===== src/rtl/dmem_pkg.sv =====
// Shared definitions for the data-memory arbiter: word width, FSM states and requester indices.
// Optional alignment checking is enabled by defining DMEM_ALIGN_CHECK_EN.
package dmem_pkg;

    localparam int WORD_WIDTH = 32;

    typedef enum logic [1:0] {
        ST_IDLE   = 2'd0,
        ST_ACCESS = 2'd1,
        ST_RESP   = 2'd2
    } state_t;

    localparam logic REQ_CPU = 1'b0;
    localparam logic REQ_AUX = 1'b1;

endpackage


===== src/rtl/datamem_arbiter_if.sv =====
// Requester handshakes plus the shared memory port of the data-memory arbiter.
// err0/err1 exist only when DMEM_ALIGN_CHECK_EN is defined.
interface datamem_arbiter_if #(
    parameter int WORD_WIDTH = dmem_pkg::WORD_WIDTH
);
    logic                  req0;
    logic                  req1;
    logic [WORD_WIDTH-1:0] addr0;
    logic [WORD_WIDTH-1:0] addr1;
    logic                  wr0;
    logic                  wr1;
    logic [WORD_WIDTH-1:0] wdata0;
    logic [WORD_WIDTH-1:0] wdata1;
    logic                  ack0;
    logic                  ack1;
    logic [WORD_WIDTH-1:0] rdata0;
    logic [WORD_WIDTH-1:0] rdata1;
    logic [WORD_WIDTH-1:0] mem_addr;
    logic                  mem_wr;
    logic [WORD_WIDTH-1:0] mem_wdata;
    logic [WORD_WIDTH-1:0] mem_rdata;
`ifdef DMEM_ALIGN_CHECK_EN
    logic                  err0;
    logic                  err1;
`endif

    // Arbiter side
    modport slave (
        input  req0, req1, addr0, addr1, wr0, wr1, wdata0, wdata1, mem_rdata,
        output ack0, ack1, rdata0, rdata1, mem_addr, mem_wr, mem_wdata
`ifdef DMEM_ALIGN_CHECK_EN
        , output err0, err1
`endif
    );

    // Requesters and memory side
    modport master (
        output req0, req1, addr0, addr1, wr0, wr1, wdata0, wdata1, mem_rdata,
        input  ack0, ack1, rdata0, rdata1, mem_addr, mem_wr, mem_wdata
`ifdef DMEM_ALIGN_CHECK_EN
        , input err0, err1
`endif
    );

endinterface


===== src/rtl/datamem_arbiter_rr_pick2.sv =====
// Combinational two-way round-robin winner select; prio names the favoured requester on a tie.
module rr_pick2 (
    input  logic i_req0,
    input  logic i_req1,
    input  logic i_prio,
    output logic o_valid,
    output logic o_winner
);
    assign o_valid  = i_req0 | i_req1;
    assign o_winner = (i_req0 & i_req1) ? i_prio : i_req1;
endmodule


===== src/rtl/datamem_arbiter.sv =====
// Round-robin arbiter giving two requesters one-cycle access to the shared data memory.
// Define DMEM_ALIGN_CHECK_EN to block misaligned writes and report them on err0/err1.
module datamem_arbiter #(
    parameter int WORD_WIDTH = dmem_pkg::WORD_WIDTH
) (
    input  logic             clk,
    input  logic             rst,
    datamem_arbiter_if.slave bus
);
    import dmem_pkg::*;

    state_t                r_state;
    logic                  r_owner;
    logic                  r_prio;
    logic [WORD_WIDTH-1:0] r_rdata;

    logic                  w_pick_valid;
    logic                  w_pick_winner;
    logic                  w_access;
    logic                  w_resp;
    logic                  w_other_req;
    logic                  w_misaligned;
    logic [WORD_WIDTH-1:0] w_sel_addr;
    logic [WORD_WIDTH-1:0] w_sel_wdata;
    logic                  w_sel_wr;

    rr_pick2 u_pick (
        .i_req0  (bus.req0),
        .i_req1  (bus.req1),
        .i_prio  (r_prio),
        .o_valid (w_pick_valid),
        .o_winner(w_pick_winner)
    );

    assign w_access    = (r_state == ST_ACCESS);
    assign w_resp      = (r_state == ST_RESP);
    assign w_sel_addr  = (r_owner == REQ_AUX) ? bus.addr1  : bus.addr0;
    assign w_sel_wdata = (r_owner == REQ_AUX) ? bus.wdata1 : bus.wdata0;
    assign w_sel_wr    = (r_owner == REQ_AUX) ? bus.wr1    : bus.wr0;
    assign w_other_req = (r_owner == REQ_AUX) ? bus.req0   : bus.req1;

`ifdef DMEM_ALIGN_CHECK_EN
    logic r_err;
    assign w_misaligned = |w_sel_addr[1:0];
    assign bus.err0     = bus.ack0 & r_err;
    assign bus.err1     = bus.ack1 & r_err;
`else
    assign w_misaligned = 1'b0;
`endif

    // Memory port is live only in ACCESS, so a reset in that cycle still lets the write land.
    assign bus.mem_addr  = w_access ? w_sel_addr  : '0;
    assign bus.mem_wdata = w_access ? w_sel_wdata : '0;
    assign bus.mem_wr    = w_access & w_sel_wr & ~w_misaligned;

    assign bus.ack0   = w_resp & (r_owner == REQ_CPU);
    assign bus.ack1   = w_resp & (r_owner == REQ_AUX);
    assign bus.rdata0 = bus.ack0 ? r_rdata : '0;
    assign bus.rdata1 = bus.ack1 ? r_rdata : '0;

    always_ff @(posedge clk) begin
        if (rst) begin
            r_state <= ST_IDLE;
            r_owner <= REQ_CPU;
            r_prio  <= REQ_CPU;
            r_rdata <= '0;
`ifdef DMEM_ALIGN_CHECK_EN
            r_err   <= 1'b0;
`endif
        end else begin
            case (r_state)
                ST_IDLE: begin
                    if (w_pick_valid) begin
                        r_owner <= w_pick_winner;
                        r_state <= ST_ACCESS;
                    end
                end
                ST_ACCESS: begin
                    r_rdata <= bus.mem_rdata;
                    r_prio  <= ~r_owner;
`ifdef DMEM_ALIGN_CHECK_EN
                    r_err   <= w_misaligned;
`endif
                    r_state <= ST_RESP;
                end
                ST_RESP: begin
                    // Owner's own req is ignored here; only a waiting peer keeps the bus busy.
                    if (w_other_req) begin
                        r_owner <= ~r_owner;
                        r_state <= ST_ACCESS;
                    end else begin
                        r_state <= ST_IDLE;
                    end
                end
                default: r_state <= ST_IDLE;
            endcase
        end
    end

endmodule


===== src/flat_wrapper.sv =====
// flat-port wrapper written by rule: the top's interface ports become plain ports
module datamem_arbiter_flat import dmem_pkg::*;
#(
    parameter int WORD_WIDTH = dmem_pkg::WORD_WIDTH
)
  (clk, rst, bus_req0, bus_req1, bus_addr0, bus_addr1, bus_wr0, bus_wr1, bus_wdata0, bus_wdata1, bus_mem_rdata, bus_ack0, bus_ack1, bus_rdata0, bus_rdata1, bus_mem_addr, bus_mem_wr, bus_mem_wdata);
  datamem_arbiter_if #(.WORD_WIDTH(WORD_WIDTH)) bus_i ();
  input  logic clk;
  input  logic rst;
  input wire logic [$bits(bus_i.req0)-1:0] bus_req0;
  input wire logic [$bits(bus_i.req1)-1:0] bus_req1;
  input wire logic [$bits(bus_i.addr0)-1:0] bus_addr0;
  input wire logic [$bits(bus_i.addr1)-1:0] bus_addr1;
  input wire logic [$bits(bus_i.wr0)-1:0] bus_wr0;
  input wire logic [$bits(bus_i.wr1)-1:0] bus_wr1;
  input wire logic [$bits(bus_i.wdata0)-1:0] bus_wdata0;
  input wire logic [$bits(bus_i.wdata1)-1:0] bus_wdata1;
  input wire logic [$bits(bus_i.mem_rdata)-1:0] bus_mem_rdata;
  output wire logic [$bits(bus_i.ack0)-1:0] bus_ack0;
  output wire logic [$bits(bus_i.ack1)-1:0] bus_ack1;
  output wire logic [$bits(bus_i.rdata0)-1:0] bus_rdata0;
  output wire logic [$bits(bus_i.rdata1)-1:0] bus_rdata1;
  output wire logic [$bits(bus_i.mem_addr)-1:0] bus_mem_addr;
  output wire logic [$bits(bus_i.mem_wr)-1:0] bus_mem_wr;
  output wire logic [$bits(bus_i.mem_wdata)-1:0] bus_mem_wdata;
  assign bus_i.req0 = bus_req0;
  assign bus_i.req1 = bus_req1;
  assign bus_i.addr0 = bus_addr0;
  assign bus_i.addr1 = bus_addr1;
  assign bus_i.wr0 = bus_wr0;
  assign bus_i.wr1 = bus_wr1;
  assign bus_i.wdata0 = bus_wdata0;
  assign bus_i.wdata1 = bus_wdata1;
  assign bus_i.mem_rdata = bus_mem_rdata;
  assign bus_ack0 = bus_i.ack0;
  assign bus_ack1 = bus_i.ack1;
  assign bus_rdata0 = bus_i.rdata0;
  assign bus_rdata1 = bus_i.rdata1;
  assign bus_mem_addr = bus_i.mem_addr;
  assign bus_mem_wr = bus_i.mem_wr;
  assign bus_mem_wdata = bus_i.mem_wdata;
  datamem_arbiter #(.WORD_WIDTH(WORD_WIDTH)) u_core (.clk(clk), .rst(rst), .bus(bus_i));
endmodule

===== config.mk =====
export PLATFORM = sky130hd
export DESIGN_NAME = datamem_arbiter_flat
export DESIGN_NICKNAME = d
export VERILOG_FILES = /design/src/rtl/dmem_pkg.sv /design/src/rtl/datamem_arbiter_if.sv /design/src/rtl/datamem_arbiter_rr_pick2.sv /design/src/rtl/datamem_arbiter.sv /design/src/flat_wrapper.sv
export SDC_FILE = /design/constraint.sdc
export NUM_CORES = 1
export LEC_CHECK = 0
export CORE_AREA = 2 2 116 118
export DETAILED_ROUTE_END_ITERATION = 16
export DIE_AREA = 0 0 118 120
export MAX_ROUTING_LAYER = met4
export SLEW_MARGIN = 20
export SYNTH_ARGS = -nofsm -noshare
export SYNTH_HDL_FRONTEND = slang
export SYNTH_SLANG_ARGS = --single-unit

===== constraint.sdc =====
create_clock -name clk -period 1.44 [get_ports clk]
set_input_delay 0.288 -clock clk [delete_from_list [all_inputs] [get_ports clk]]
set_output_delay 0.288 -clock clk [all_outputs]
set_load 0.01 [all_outputs]

# After elaboration in Yosys (flattened, before gate mapping)
# Cells that the tools add are included.
[totals] regBits=36 inputBits=166
[classes] n_eq_ne=4 mux=15 bitwise=6 reduce_logical=3
[ops] operator="32-bit 2-to-1 mux" count=6
[ops] operator="1-bit 2-to-1 mux" count=6
[ops] operator="2-bit one-hot mux with 3 select lines" count=1
[ops] operator="1-bit AND" count=4
[ops] operator="2-bit inequality test, second input constant" count=2
[ops] operator="3-bit AND reduction" count=1
[ops] operator="2-bit by 1-bit equality test with 1-bit output, second input constant" count=1
[ops] operator="2-bit equality test, second input constant" count=1
[ops] operator="2-bit zero test" count=1
[ops] operator="2-bit 2-to-1 mux" count=1
[ops] operator="1-bit one-hot mux with 2 select lines" count=1
[ops] operator="2-bit nonzero test" count=1
[ops] operator="1-bit NOT" count=1
[ops] operator="1-bit OR" count=1

# Depth between registers and ports, before layout
# Gate-level depths: netlist of the first run.
[depth] word_depth=4 depth_mapped=5 depth_no_buf=3

# Cells and area by module
# A second synthesis of the first run with hierarchy kept.
[unflattened] cells_unflattened=380 area_unflattened_um2=2816.5
[modules_own_cells] module="datamem_arbiter" instances=1 cells_per_inst=377 area_each_um2=2798.9 seq_area_each_um2=720.7
[modules_own_cells] module="rr_pick2" instances=1 cells_per_inst=3 area_each_um2=17.5 seq_area_each_um2=0.0

# Worst setup path after synthesis of the first run
# No wires, ideal clock.
[synth_path] path_type="register to output" startpoint="register u_core.r_owner" endpoint="output bus_rdata1[22]" t_arrival_ps=1123 slack_ps=29 path_stages_with_launch=6 path_buffers=2 cell_sequence="dfxtp_1 > buf_2 > inv_2 > nor3b_2 > buf_2 > and2_1"
[synth_via] elab_chain_len=2
[synth_rtl] item="from (decl)" line_no="datamem_arbiter.sv:13" source="logic r_owner;"
[synth_rtl] item="from (signal assigned)" line_no="datamem_arbiter.sv:74" source="r_owner <= w_pick_winner;"
[synth_rtl] item="from (signal assigned)" line_no="datamem_arbiter.sv:89" source="r_owner <= ~r_owner;"
[synth_rtl] item="1-bit AND" line_no="datamem_arbiter.sv:57" source="assign bus.ack1 = w_resp & (r_owner == REQ_AUX);"
[synth_rtl] item="via bus_ack1" line_no="flat_wrapper.sv:20" source="output wire logic [$bits(bus_i.ack1)-1:0] bus_ack1;"
[synth_rtl] item="32-bit 2-to-1 mux" line_no="datamem_arbiter.sv:59" source="assign bus.rdata1 = bus.ack1 ? r_rdata : '0;"
[synth_rtl] item="to (decl)" line_no="flat_wrapper.sv:22" source="output wire logic [$bits(bus_i.rdata1)-1:0] bus_rdata1;"
# The timed path passes the listed nets, and every way through them passes these cells.

# Worst setup path after layout of the first run
[layout_path] startpoint="register u_core.r_owner" endpoint="output bus_rdata1[20]"
[layout_via] elab_chain_len=2
[layout_rtl] item="1-bit AND" line_no="datamem_arbiter.sv:57"
[layout_rtl] item="32-bit 2-to-1 mux" line_no="datamem_arbiter.sv:59"
# No other way between the ends.

==> summary by stage, run 1 <==
Floorplanning
The core region is 13,000 um^2. From left edge to right edge, the die measures 118 um. The floorplan has 42 rows.

The initial standard-cell utilization of the core is 0.209. The count of boundary I/O pins is 297. The die area is 14,200 um^2.

The height of the die is 120 um.

Detailed routing
After detailed routing, the average wire length per cell comes to 17.9 um. The final layout contains routed wiring with a total length of 16.2 mm. After detailed routing, the number of vias per cell comes to 4.40. The total vias in the final route is 3,988. The first-pass detailed-route iteration total is 4. Once detail routing completed, the nets flagged for antenna violations numbered 0.

The number of design-rule violations left by the first detailed-router iteration is 147. The post-route DRC violation count is 0.

Logic synthesis
Yosys instantiated no cell more often than nor2_1. Of the total synthesized cell area, the portion taken by AND, OR, NAND and NOR gates is 0.349. The per-instance average area after synthesis is 7.22 um^2. The cell area after technology mapping is 2720 um^2. Synthesis produced a netlist whose cell count is 376. Of the post-synthesis cell area, the part taken by muxes is 0.243. The area share of xor/xnor cells in the synthesized design is 0.

Among all flip-flop cells after synthesis, the most frequent one is dfxtp_1. The Yosys step of the flow raised 0 warnings. By count the netlist is led by 68 x nor2_1, 66 x mux2i_1, 64 x and2_1, 64 x nand2_1, 36 x dfxtp_1.

Counting distinct cell types in the post-synthesis netlist gives 21. Sorting the synthesized cells by area gives the leading types as dfxtp_1 27%, mux2i_1 24%, and2_1 15%. The fraction of registers with async set or reset after synthesis is 0.

Counting every net in the synthesized netlist gives 542. The number of enable-type register cells in the synthesized netlist is 0. Of the total synthesized cell area, the portion taken by full adders, half adders and majority gates is 0. The synthesized-area fraction occupied by ao, oa, aoi and oai cells was 0.0737.

For this run, the register share of the synthesized area comes to 0.265. The count of state elements after synthesis is 36. The main combinational cell family by area after synthesis is simple AND/OR/NAND/NOR gates. Summed over all instances, the cell type with the most area after synthesis is dfxtp_1. Of the post-synthesis cell area, the dominant cell type holds 0.265.

Global route
Entering global routing, the biggest net connects 27 pins. The number of global-route vias before repair is 3,987. Across every metal layer, demand over resource in global routing totals 0.209. The total congestion overflow after global routing is 0. The wire length of the first global-routing pass is 22.6 mm.

The initial antenna violation count is 1.

Placed design
OpenSTA, run right after detailed placement, puts the worst setup slack at -0.420 ns. The placed wire-length estimate is 11.0 mm. The number of I/O port buffers is 296. The placer congestion estimate is 0.872.

Setup path
Along the worst path, the maximum fanout reaches 6. The critical path endpoint is bus_rdata1[20]. The number of cells on the worst reg-to-reg path is 5. The critical path endpoint category is an output port. The capture point of the worst reg-to-reg path is u_core.r_state[0].

The critical path launch point is u_core.r_owner. The startpoint type of the worst setup path is a register. The arrival time at the worst endpoint is 1.53 ns.

The worst setup path is of the reg -> out kind. The start of the worst register-to-register path is u_core.r_owner. STA puts the critical path data required time at 1.15 ns. For flop-to-flop paths, the worst setup slack is 0.06 ns.

Outcome
The run finished, with violations left. The checks that failed: negative setup slack.

STA
The total count of max-transition violations in the final report is 0. Setup repair after global routing could not meet its margin everywhere. The shortest clock period the worst path allows after layout is 1.82 ns. The slew at the pin closest to its max-slew limit is 0.301 ns. Static timing analysis puts the maximum clock frequency at 551 MHz. Setup violations remaining at the end of the flow were counted as 131. The worst hold margin is 0.467 ns. Of the available clock period, the critical path in the final layout requires 1.26.

The worst clock skew is 0.00595 ns. The worst slew margin relative to its limit is 0.798. The number of hold violations in the final report is 0. The sum of negative setup slack is -38.63 ns. The worst path setup slack after routing is -0.375 ns.

Worst hold path
The class of the worst hold path is reg -> reg. In this run the most critical hold path is launched from u_core.r_rdata[2].

Clock network
The number of clock buffers added by TritonCTS is 5. The number of buffers between clock root and the deepest sink is 2. TritonCTS built the clock tree.

Clock latency on the worst-skew pair, taken at its later pin, is 0.28 ns. Clock-pin slew was measured on the worst setup and hold paths at 0.06 ns. The cell at the root of the clock tree is clkbuf_16. The clock net in this run drives a total of 36 sinks. The H-tree was split into 2 levels.

Flow run
The tool flagged a number of max-cap violations equal to 0.

Power and ir drop
In this run the power density over the cells is 592 nW/um^2. Summed over all cells, the static leakage comes to 3.16 nW. The worst vdd rail ir drop is 0.000458 V.

Finish
The multi-input combinational cell area is 2410 um^2. The area growth from synthesis to final layout is 173%. The count of nets after finishing is 895.

The layout has 1,133 filler cells. The area of all sequential standard cells is 732 um^2. The proportion of layout cells with a drive suffix above 1 is 0.470.
==> layout make-up <==
class,instances,share of cell area
tap,176,0.0296
multi-input combinational,305,0.325
clock inverter,3,0.00253
inverter,2,0.00135
clock buffer,5,0.0168
sequential,36,0.0985
antenna,1,0.000337
timing repair buffer,379,0.526
==> report_power, final <==
group / total [W] / switching (W) / internal [W]
Clock: 0.00105 / 0.000414 / 0.000637
Combinational: 0.00222 / 0.000869 / 0.00135
Sequential: 0.00113 / 0.0000655 / 0.00106
Total: 0.00439 / 0.00135 / 0.00305
==> timing repair <==
action | 4_1_cts | 5_1_grt
hold buffers | 0 | 0
pin swaps | 17 | 25
gates cloned | 14 | 6
endpoints found under the setup margin | 132 | 150
gates resized for setup | 538 | 292
setup buffers | 36 | 18
==> layout by cell type (no fill, tap or decap), types with 2 or more instances in the layout <==
cell	count
clkdlybuf4s50_1	165
buf_6	102
nand2_1	64
buf_2	56
and2_4	51
nor2_1	38
mux2i_1	35
dfxtp_1	33
a21oi_1	32
buf_4	23
nor2_4	20
mux2i_4	18
buf_12	15
mux2i_2	13
and2_1	13
nor2_2	10
clkbuf_16	10
buf_8	5
buf_16	5
clkbuf_2	3
dfxtp_4	3
nor3b_4	2
a211oi_1	2
clkinv_2	2
==> metrics by stage <==
stage / power [W] / cells / instance area (um^2) / util
CTS: 0.00404 / 894 / 6610 / 0.509
global placement: 0.00264 / 837 / 5990 / 0.462
global route: 0.00460 / 907 / 7430 / 0.572
floorplan: 0.00173 / 376 / 2720 / -
finish: 0.00439 / 907 / 7430 / 0.572
detailed placement: 0.00266 / 837 / 5990 / 0.462
==> cells by family (layout without fill, tap and decap cells) <==
logic type             count (synthesis)  in the layout
AND/OR/NAND/NOR                      202            202
multiplexers                          66             66
AO/OA/AOI/OAI                         37             37
flip-flops                            36             36
buffers and inverters                 35            389
other                                  0              1
==> routing by layer <==
layer	GRT usage	wire (um)	vias to the layer above
li1	-	-	1927
met1	0.233	6370	1872
met2	0.363	8370	159
met3	0.0523	1010	30
met4	0.0730	450	0
met5	-	0	-
==> worst max-delay path: stages, from the launching register on <==
cell	delay, ns
dfxtp_4	0.40
inv_4	0.05
nor3b_4	0.22
buf_6	0.18
buf_8	0.13
and2_1	0.14
buf_2	0.13
==> how the worst min path moves through the flow <==
stage                        endpoint  slack, ns  cells past startpoint
detailed placement  u_core.r_rdata[9]       0.46                      2
floorplan           u_core.r_rdata[0]       0.42                      2
global route        u_core.r_rdata[3]       0.50                      2
finish              u_core.r_rdata[2]       0.47                      2
CTS                 u_core.r_rdata[9]       0.47                      2
global placement    u_core.r_rdata[3]       0.46                      2
==> state kept, by name, indices dropped and copies added (netlist names) <==
signal,count
u_core.r_state,2
u_core.r_owner,1
u_core.r_prio,1
u_core.r_rdata,32
Power figures use the tool's default switching activity.
==> run 2, diff against run 1 <==
--- a/config.mk
+++ b/config.mk
@@ -5,10 +5,13 @@
 export SDC_FILE = /design/constraint.sdc
 export NUM_CORES = 1
 export LEC_CHECK = 0
-export CORE_AREA = 2 2 116 118
+export CELL_PAD_IN_SITES_DETAIL_PLACEMENT = 1
+export CELL_PAD_IN_SITES_GLOBAL_PLACEMENT = 1
+export CORE_AREA = 2 2 130 132
 export DETAILED_ROUTE_END_ITERATION = 16
-export DIE_AREA = 0 0 118 120
+export DIE_AREA = 0 0 132 134
 export MAX_ROUTING_LAYER = met4
+export PLACE_DENSITY_LB_ADDON = 0.1
 export SLEW_MARGIN = 20
 export SYNTH_ARGS = -nofsm -noshare
 export SYNTH_HDL_FRONTEND = slang
==> run 2 against run 1 <==
  * Via count down 2.5%
  * Critical path type unchanged
  * The flow still finishes with violations (negative setup slack)
  * Worst hold slack better by 0.0058 ns
  * Maximum frequency is 1.0% lower
  * Flip-flop and latch count unchanged
  * Clock skew is essentially flat
  * Critical endpoint unchanged
==> summary by stage, run 2 (synthesized netlist as in run 1, its figures left out) <==
Outcome
Result of the run: finished with violations (unchanged). Failing checks: negative setup slack (unchanged).

Detailed routing
The post-route met1 wirelength is 6.02 mm (was 6.37 mm). The first-pass detailed-route iteration total is 4 (unchanged). The total vias in the final route is 3,890 (was 3,988). The number of vias per cell is 4.13 (was 4.40). The met2 wire length was 8.31 mm (was 8.37 mm). The post-route DRC violation count was 0 (unchanged). The routed length on met3 is 1.19 mm (was 1.01 mm).

The highest routing layer actually used is met4 (unchanged). The final routed wirelength across all metal layers was 15.7 mm (was 16.2 mm). The number of design-rule violations left by the first detailed-router iteration is 125 (was 147). The final antenna-violating net count was 0 (unchanged). The final routed wire length divided by cell count is 16.7 um (was 17.9 um).

Power and ir drop
The power after layout is 0.00405 W (was 0.00439 W). The worst vdd rail ir drop came to 0.000376 V (was 0.000458 V). The ratio of total power to cell area is 599 nW/um^2 (was 592 nW/um^2). The reported leakage power is 3.02 nW (was 3.16 nW).

Setup path
The critical path launch point is u_core.r_owner (unchanged). The biggest fanout along the worst timing path is 7 (was 6). The startpoint type of the worst setup path is a register (unchanged). The capture point of the worst reg-to-reg path is u_core.r_state[0] (unchanged). The critical path endpoint category is an output port (unchanged).

The number of cells on the worst reg-to-reg path is 5 (unchanged). The endpoint required time on the critical path was 1.15 ns (about the same). The category of the critical setup timing path was reg -> out (unchanged). The setup slack on the worst flop-to-flop path is 0.06 ns (about the same). The arrival time at the worst endpoint came to 1.55 ns (was 1.53 ns). The start of the worst register-to-register path is u_core.r_owner (unchanged).

Clock network
The H-tree level count is 2 (unchanged). The CTS tree is done (unchanged). The clock latency on the worst-skew pair came to 0.28 ns (about the same). The number of clock sinks is 36 (unchanged). The total CTS buffers was 5 (unchanged). The clock slew at the register clock pins of the worst setup and hold paths was 0.06 ns (about the same).

The number of buffers between clock root and the deepest sink is 2 (unchanged). The cell at the root of the clock tree is clkbuf_16 (unchanged).

Finish
Top Registers: u_core.r_rdata: 32 flops, u_core.r_state: 2 flops (unchanged). The leading cell type in the layout, fill and taps excluded is clkdlybuf4s50_1 (unchanged). The number of flip-flops under the largest register name is 32 (unchanged). The proportion of layout cells with a drive suffix above 1 is 0.368 (was 0.470).

Highest-count cells in the layout ignoring fill and taps: 165 x clkdlybuf4s50_1, 81 x buf_2, 71 x buf_6 (was 165 x clkdlybuf4s50_1, 102 x buf_6, 64 x nand2_1). The area growth from synthesis to final layout is 149% (was 173%). The post-route core utilization is 0.416 (was 0.572). The register bank with the most flops is u_core.r_rdata (unchanged).

The count of nets after finishing was 886 (was 895).

Floorplanning
The initial standard-cell utilization of the core came to 0.167 (was 0.209). The height of the die is 134 um (was 120 um). The width of the die is 132 um (was 118 um). The count of boundary I/O pins came to 297 (unchanged).

The placement row count is 47 (was 42). The area of the core region is 16,300 um^2 (was 13,000 um^2). The die area is 17,700 um^2 (was 14,200 um^2).

STA
The worst path setup slack after routing is -0.394 ns (was -0.375 ns). The final cycle utilization of the critical path is 1.27 (was 1.26). Setup repair after global routing missed its margin: yes (unchanged).

The worst slew margin relative to its limit is 0.807 (was 0.798). The number of hold violations in the final report is 0 (unchanged). The worst clock skew was 0.00587 ns (was 0.00595 ns).

The upper clock frequency limit is 545 MHz (was 551 MHz). The final number of setup-violating endpoints is 131 (unchanged). The total count of max-transition violations in the final report is 0 (unchanged). The slew at the pin closest to its max-slew limit is 0.290 ns (was 0.301 ns). The shortest clock period the worst path allows after layout is 1.83 ns (was 1.82 ns).

Worst hold path
The number of instances on the worst hold path came to 2 (unchanged). The class of the worst hold path is reg -> reg (unchanged). The beginning of the worst hold path is u_core.r_rdata[6] (was u_core.r_rdata[2]).

The worst-case hold path end point is u_core.r_rdata[6] (was u_core.r_rdata[2]).

Global route
The number of global-route vias before repair came to 4,204 (was 3,987). The global router's overall resource usage is 0.175 (was 0.209). The maximum number of pins on one net before global-route repair came to 33 (was 27). The initial antenna violation count was 1 (unchanged). The wire length of the first global-routing pass was 23.6 mm (was 22.6 mm). The total congestion overflow after global routing is 0 (unchanged).

Placed design
The number of I/O port buffers was 296 (unchanged). The placer congestion estimate came to 0.761 (was 0.872). The placed wire-length estimate is 11.5 mm (was 11.0 mm).

Flow run
The count of maximum capacitance violations came to 0 (unchanged).
==> run 2: cell type report <==
class / count / area, um^2
inverter: 2 / 10.0
multi-input combinational: 305 / 1950
clock inverter: 1 / 6.26
clock buffer: 7 / 143
timing repair buffer: 370 / 3650
fill: 1939 / 9520
tap: 220 / 275
sequential: 36 / 732
antenna: 1 / 2.50
==> run 2: power by group <==
part,internal (W),switching (W)
clock,0.000691,0.000432
combinational,0.00113,0.000680
sequential,0.00106,0.0000615
==> run 2: how the worst max path moves through the flow <==
stage	end	cells after the start
after global routing	bus_rdata1[20]	6
after CTS	bus_rdata1[29]	6
after global placement	bus_rdata1[4]	5
after detailed placement	bus_rdata1[25]	4
final	bus_rdata1[20]	6
after floorplan	bus_rdata1[22]	5
==> run 2: metal layers <==
metal / GRT usage / vias up
li1: - / 1907
met1: 0.180 / 1796
met2: 0.330 / 174
met3: 0.0548 / 13
met4: 0.0290 / 0
met5: - / -
==> run 2: critical path: stages, from the launching register on <==
cell and delay (ns):
dfxtp_4 0.40, inv_4 0.05, nor3b_4 0.25, buf_6 0.20, buf_8 0.14, and2_1 0.12
buf_2 0.12
==> run 2: timing repair <==
action | in CTS | in global routing
gates cloned | 8 | 1
pin swaps | 15 | 27
hold endpoints to repair | 0 | 0
hold buffers | 0 | 0
setup buffers | 39 | 8
gates resized for setup | 592 | 90
endpoints found under the setup margin | 131 | 135
==> run 2: per-stage QoR <==
step / setup TNS, ns / area, um^2 / setup slack, ns / cells / hold slack, ns
floorplan: 0 / 2720 / 0.0290 / 376 / 0.424
global placement: -41.23 / 6110 / -0.361 / 884 / 0.453
detailed placement: -44.82 / 6110 / -0.414 / 884 / 0.461
CTS: -40.51 / 6430 / -0.458 / 938 / 0.472
global route: -47.41 / 6770 / -0.462 / 942 / 0.493
finish: -38.69 / 6770 / -0.394 / 942 / 0.473
==> run 3, diff against run 2 <==
--- a/config.mk
+++ b/config.mk
@@ -7,9 +7,9 @@
 export LEC_CHECK = 0
 export CELL_PAD_IN_SITES_DETAIL_PLACEMENT = 1
 export CELL_PAD_IN_SITES_GLOBAL_PLACEMENT = 1
-export CORE_AREA = 2 2 130 132
+export CORE_AREA = 2 2 155 111
 export DETAILED_ROUTE_END_ITERATION = 16
-export DIE_AREA = 0 0 132 134
+export DIE_AREA = 0 0 157 113
 export MAX_ROUTING_LAYER = met4
 export PLACE_DENSITY_LB_ADDON = 0.1
 export SLEW_MARGIN = 20
==> run 3 against run 2 <==
  * The flow still finishes with violations (negative setup slack)
  * Power is 1.3% higher
  * Sequential share of layout area is 0.57 points lower
  * Die area is 0.30% higher
  * Sequential power hardly changed
  * Core utilization is 2.7 points higher
  * Maximum frequency is 1.8% lower
  * Count of clock-buffer cells in the layout is 1 lower
  * Setup slack worse by 0.034 ns
  * Clock skew is 0.0037 ns lower
  * Non-clock buffer count is 13 higher
  * Clock power is 6% lower
  * Largest cell class unchanged
==> summary by stage, run 3 (synthesized netlist as in run 1, its figures left out) <==
Floorplanning
The height of the die is 113 um (was 134 um). The area of the core region came to 16,200 um^2 (was 16,300 um^2). The placement row count is 39 (was 47). The width of the die was 157 um (was 132 um).

The die area is 17,700 um^2 (about the same). The initial standard-cell utilization of the core came to 0.168 (was 0.167). The count of boundary I/O pins was 297 (unchanged).

STA
The upper clock frequency limit is 535 MHz (was 545 MHz). The final number of setup-violating endpoints is 132 (was 131). The number of hold violations in the final report is 0 (unchanged). The worst path setup slack after routing was -0.428 ns (was -0.394 ns). The slew at the pin closest to its max-slew limit came to 0.347 ns (was 0.290 ns).

Setup repair after global routing missed its margin: yes (unchanged). The sum of negative setup slack is -41.27 ns (was -38.69 ns). The total count of max-transition violations in the final report came to 0 (unchanged). The shortest clock period the worst path allows after layout came to 1.87 ns (was 1.83 ns). The final cycle utilization of the critical path is 1.30 (was 1.27). The worst clock skew is 0.00217 ns (was 0.00587 ns). The worst slew margin relative to its limit is 0.768 (was 0.807).

Outcome
Result of the run: finished with violations (unchanged). Failing checks: negative setup slack (unchanged).

Setup path
The startpoint type of the worst setup path is a register (unchanged). The setup slack on the worst flop-to-flop path came to -0.11 ns (was 0.06 ns). The number of cells on the worst reg-to-reg path came to 7 (was 5).

The category of the critical setup timing path is reg -> out (unchanged). The critical path endpoint category is an output port (unchanged). The endpoint required time on the critical path is 1.15 ns (about the same).

The biggest fanout along the worst timing path is 8 (was 7). The arrival time at the worst endpoint came to 1.58 ns (was 1.55 ns).

Detailed routing
The final antenna-violating net count is 0 (unchanged). The final routed wire length divided by cell count was 17.6 um (was 16.7 um). The first-pass detailed-route iteration total is 3 (was 4). The number of vias per cell is 4.14 (was 4.13). The number of design-rule violations left by the first detailed-router iteration is 79 (was 125). The final routed wirelength across all metal layers was 16.9 mm (was 15.7 mm). The total vias in the final route is 3,966 (was 3,890).

The post-route DRC violation count was 0 (unchanged).

Global route
The number of global-route vias before repair came to 4,298 (was 4,204). The met2 usage was 0.313 (was 0.330). The most crowded layer after global routing was met2 (unchanged). The total congestion overflow after global routing came to 0 (unchanged).

The global router's overall resource usage is 0.181 (was 0.175). The initial antenna violation count is 0 (was 1). The met3 track utilization from global routing was 0.0502 (was 0.0548). The maximum number of pins on one net before global-route repair is 33 (unchanged). The wire length of the first global-routing pass was 24.0 mm (was 23.6 mm). The met1 layer usage reported by global route came to 0.212 (was 0.180).

Clock network
The number of clock sinks is 36 (unchanged). The clock slew at the register clock pins of the worst setup and hold paths is 0.06 ns (about the same). The H-tree level count came to 2 (unchanged). The total CTS buffers is 5 (unchanged). The clock latency on the worst-skew pair is 0.28 ns (about the same).

The CTS tree is done (unchanged). The cell at the root of the clock tree is clkbuf_16 (unchanged). The number of buffers between clock root and the deepest sink is 2 (unchanged). The number of buffers inserted by hold repair at cts is 0 (unchanged).

Worst hold path
The class of the worst hold path is reg -> reg (unchanged). The number of instances on the worst hold path is 2 (unchanged).

Power and ir drop
The worst vdd rail ir drop is 0.000329 V (was 0.000376 V). The reported leakage power is 3.14 nW (was 3.02 nW). The ratio of total power to cell area is 574 nW/um^2 (was 599 nW/um^2). The power after layout is 0.00410 W (was 0.00405 W).

Placed design
The number of I/O port buffers is 296 (unchanged). The placer congestion estimate was 0.804 (was 0.761). The placed wire-length estimate is 11.9 mm (was 11.5 mm).

Finish
Highest-count cells in the layout ignoring fill and taps: 165 x clkdlybuf4s50_1, 95 x buf_6, 65 x nor2_1 (was 165 x clkdlybuf4s50_1, 81 x buf_2, 71 x buf_6). Top Registers: u_core.r_rdata: 32 flops, u_core.r_state: 2 flops (unchanged). The leading cell type in the layout, fill and taps excluded is clkdlybuf4s50_1 (unchanged). The register bank with the most flops is u_core.r_rdata (unchanged). The count of nets after finishing is 899 (was 886). The number of fill cells is 1,866 (was 1,939). The number of flip-flops under the largest register name came to 32 (unchanged). The proportion of layout cells with a drive suffix above 1 was 0.411 (was 0.368). The area growth from synthesis to final layout is 163% (was 149%).

The diode insertion count for antenna repair is 0 (was 1).

Flow run
The count of maximum capacitance violations is 0 (unchanged).
-- run 3: area by class of cell --
class	instances	area [um^2]	share of cell area
Clock inverter	1	5.00	0.000700
Inverter	2	10.0	0.00140
Clock buffer	6	129	0.0180
Tap cell	225	282	0.0394
Multi-Input combinational cell	305	2030	0.285
Sequential cell	36	732	0.102
Timing Repair Buffer	383	3960	0.553
-- run 3: worst paths after layout --
path | end | startpoint
hold reg to reg | u_core.r_rdata[15] | u_core.r_rdata[15]
setup / recovery | bus_rdata1[30] | u_core.r_owner
hold / removal | u_core.r_rdata[15] | u_core.r_rdata[15]
setup reg to reg | u_core.r_state[0] | u_core.r_owner
-- run 3: where the power goes --
group | total [W] | switching [W] | internal, W
logic | 0.00193 | 0.000727 | 0.00120
registers | 0.00113 | 0.0000663 | 0.00106
clock network | 0.00105 | 0.000420 | 0.000629
total | 0.00410 | 0.00121 | 0.00289
-- run 3: worst max-delay path: stages, from the launching register on --
cell and delay [ns]:
dfxtp_4 0.41, inv_4 0.05, nor3b_4 0.21, buf_6 0.17
buf_16 0.14, buf_6 0.10, and2_4 0.13, buf_6 0.09
-- run 3: metrics by stage --
| stage | instance area [um^2] | worst slack (ns) | utilization | cells | hold slack (ns) |
|---|---|---|---|---|---|
| finish | 7150 | -0.428 | 0.442 | 958 | 0.471 |
| global route | 7150 | -0.485 | 0.442 | 958 | 0.494 |
| CTS | 6510 | -0.465 | 0.403 | 948 | 0.467 |
| detailed placement | 6130 | -0.462 | 0.380 | 891 | 0.460 |
| global placement | 6130 | -0.431 | 0.380 | 891 | 0.447 |
| floorplan | 2720 | 0.0290 | - | 376 | 0.424 |
-- run 3: layer usage --
layer,vias to the layer above,share of wire
li1,1929,-
met1,1864,0.42
met2,154,0.50
met3,19,0.064
met4,0,0.017
met5,-,0
-- run 3: timing repair --
action                                  CTS  global route
setup buffers                            40            12
pin swaps                                10            34
cloned                                   10             4
gates resized for setup                 535           178
endpoints found under the setup margin  131           132
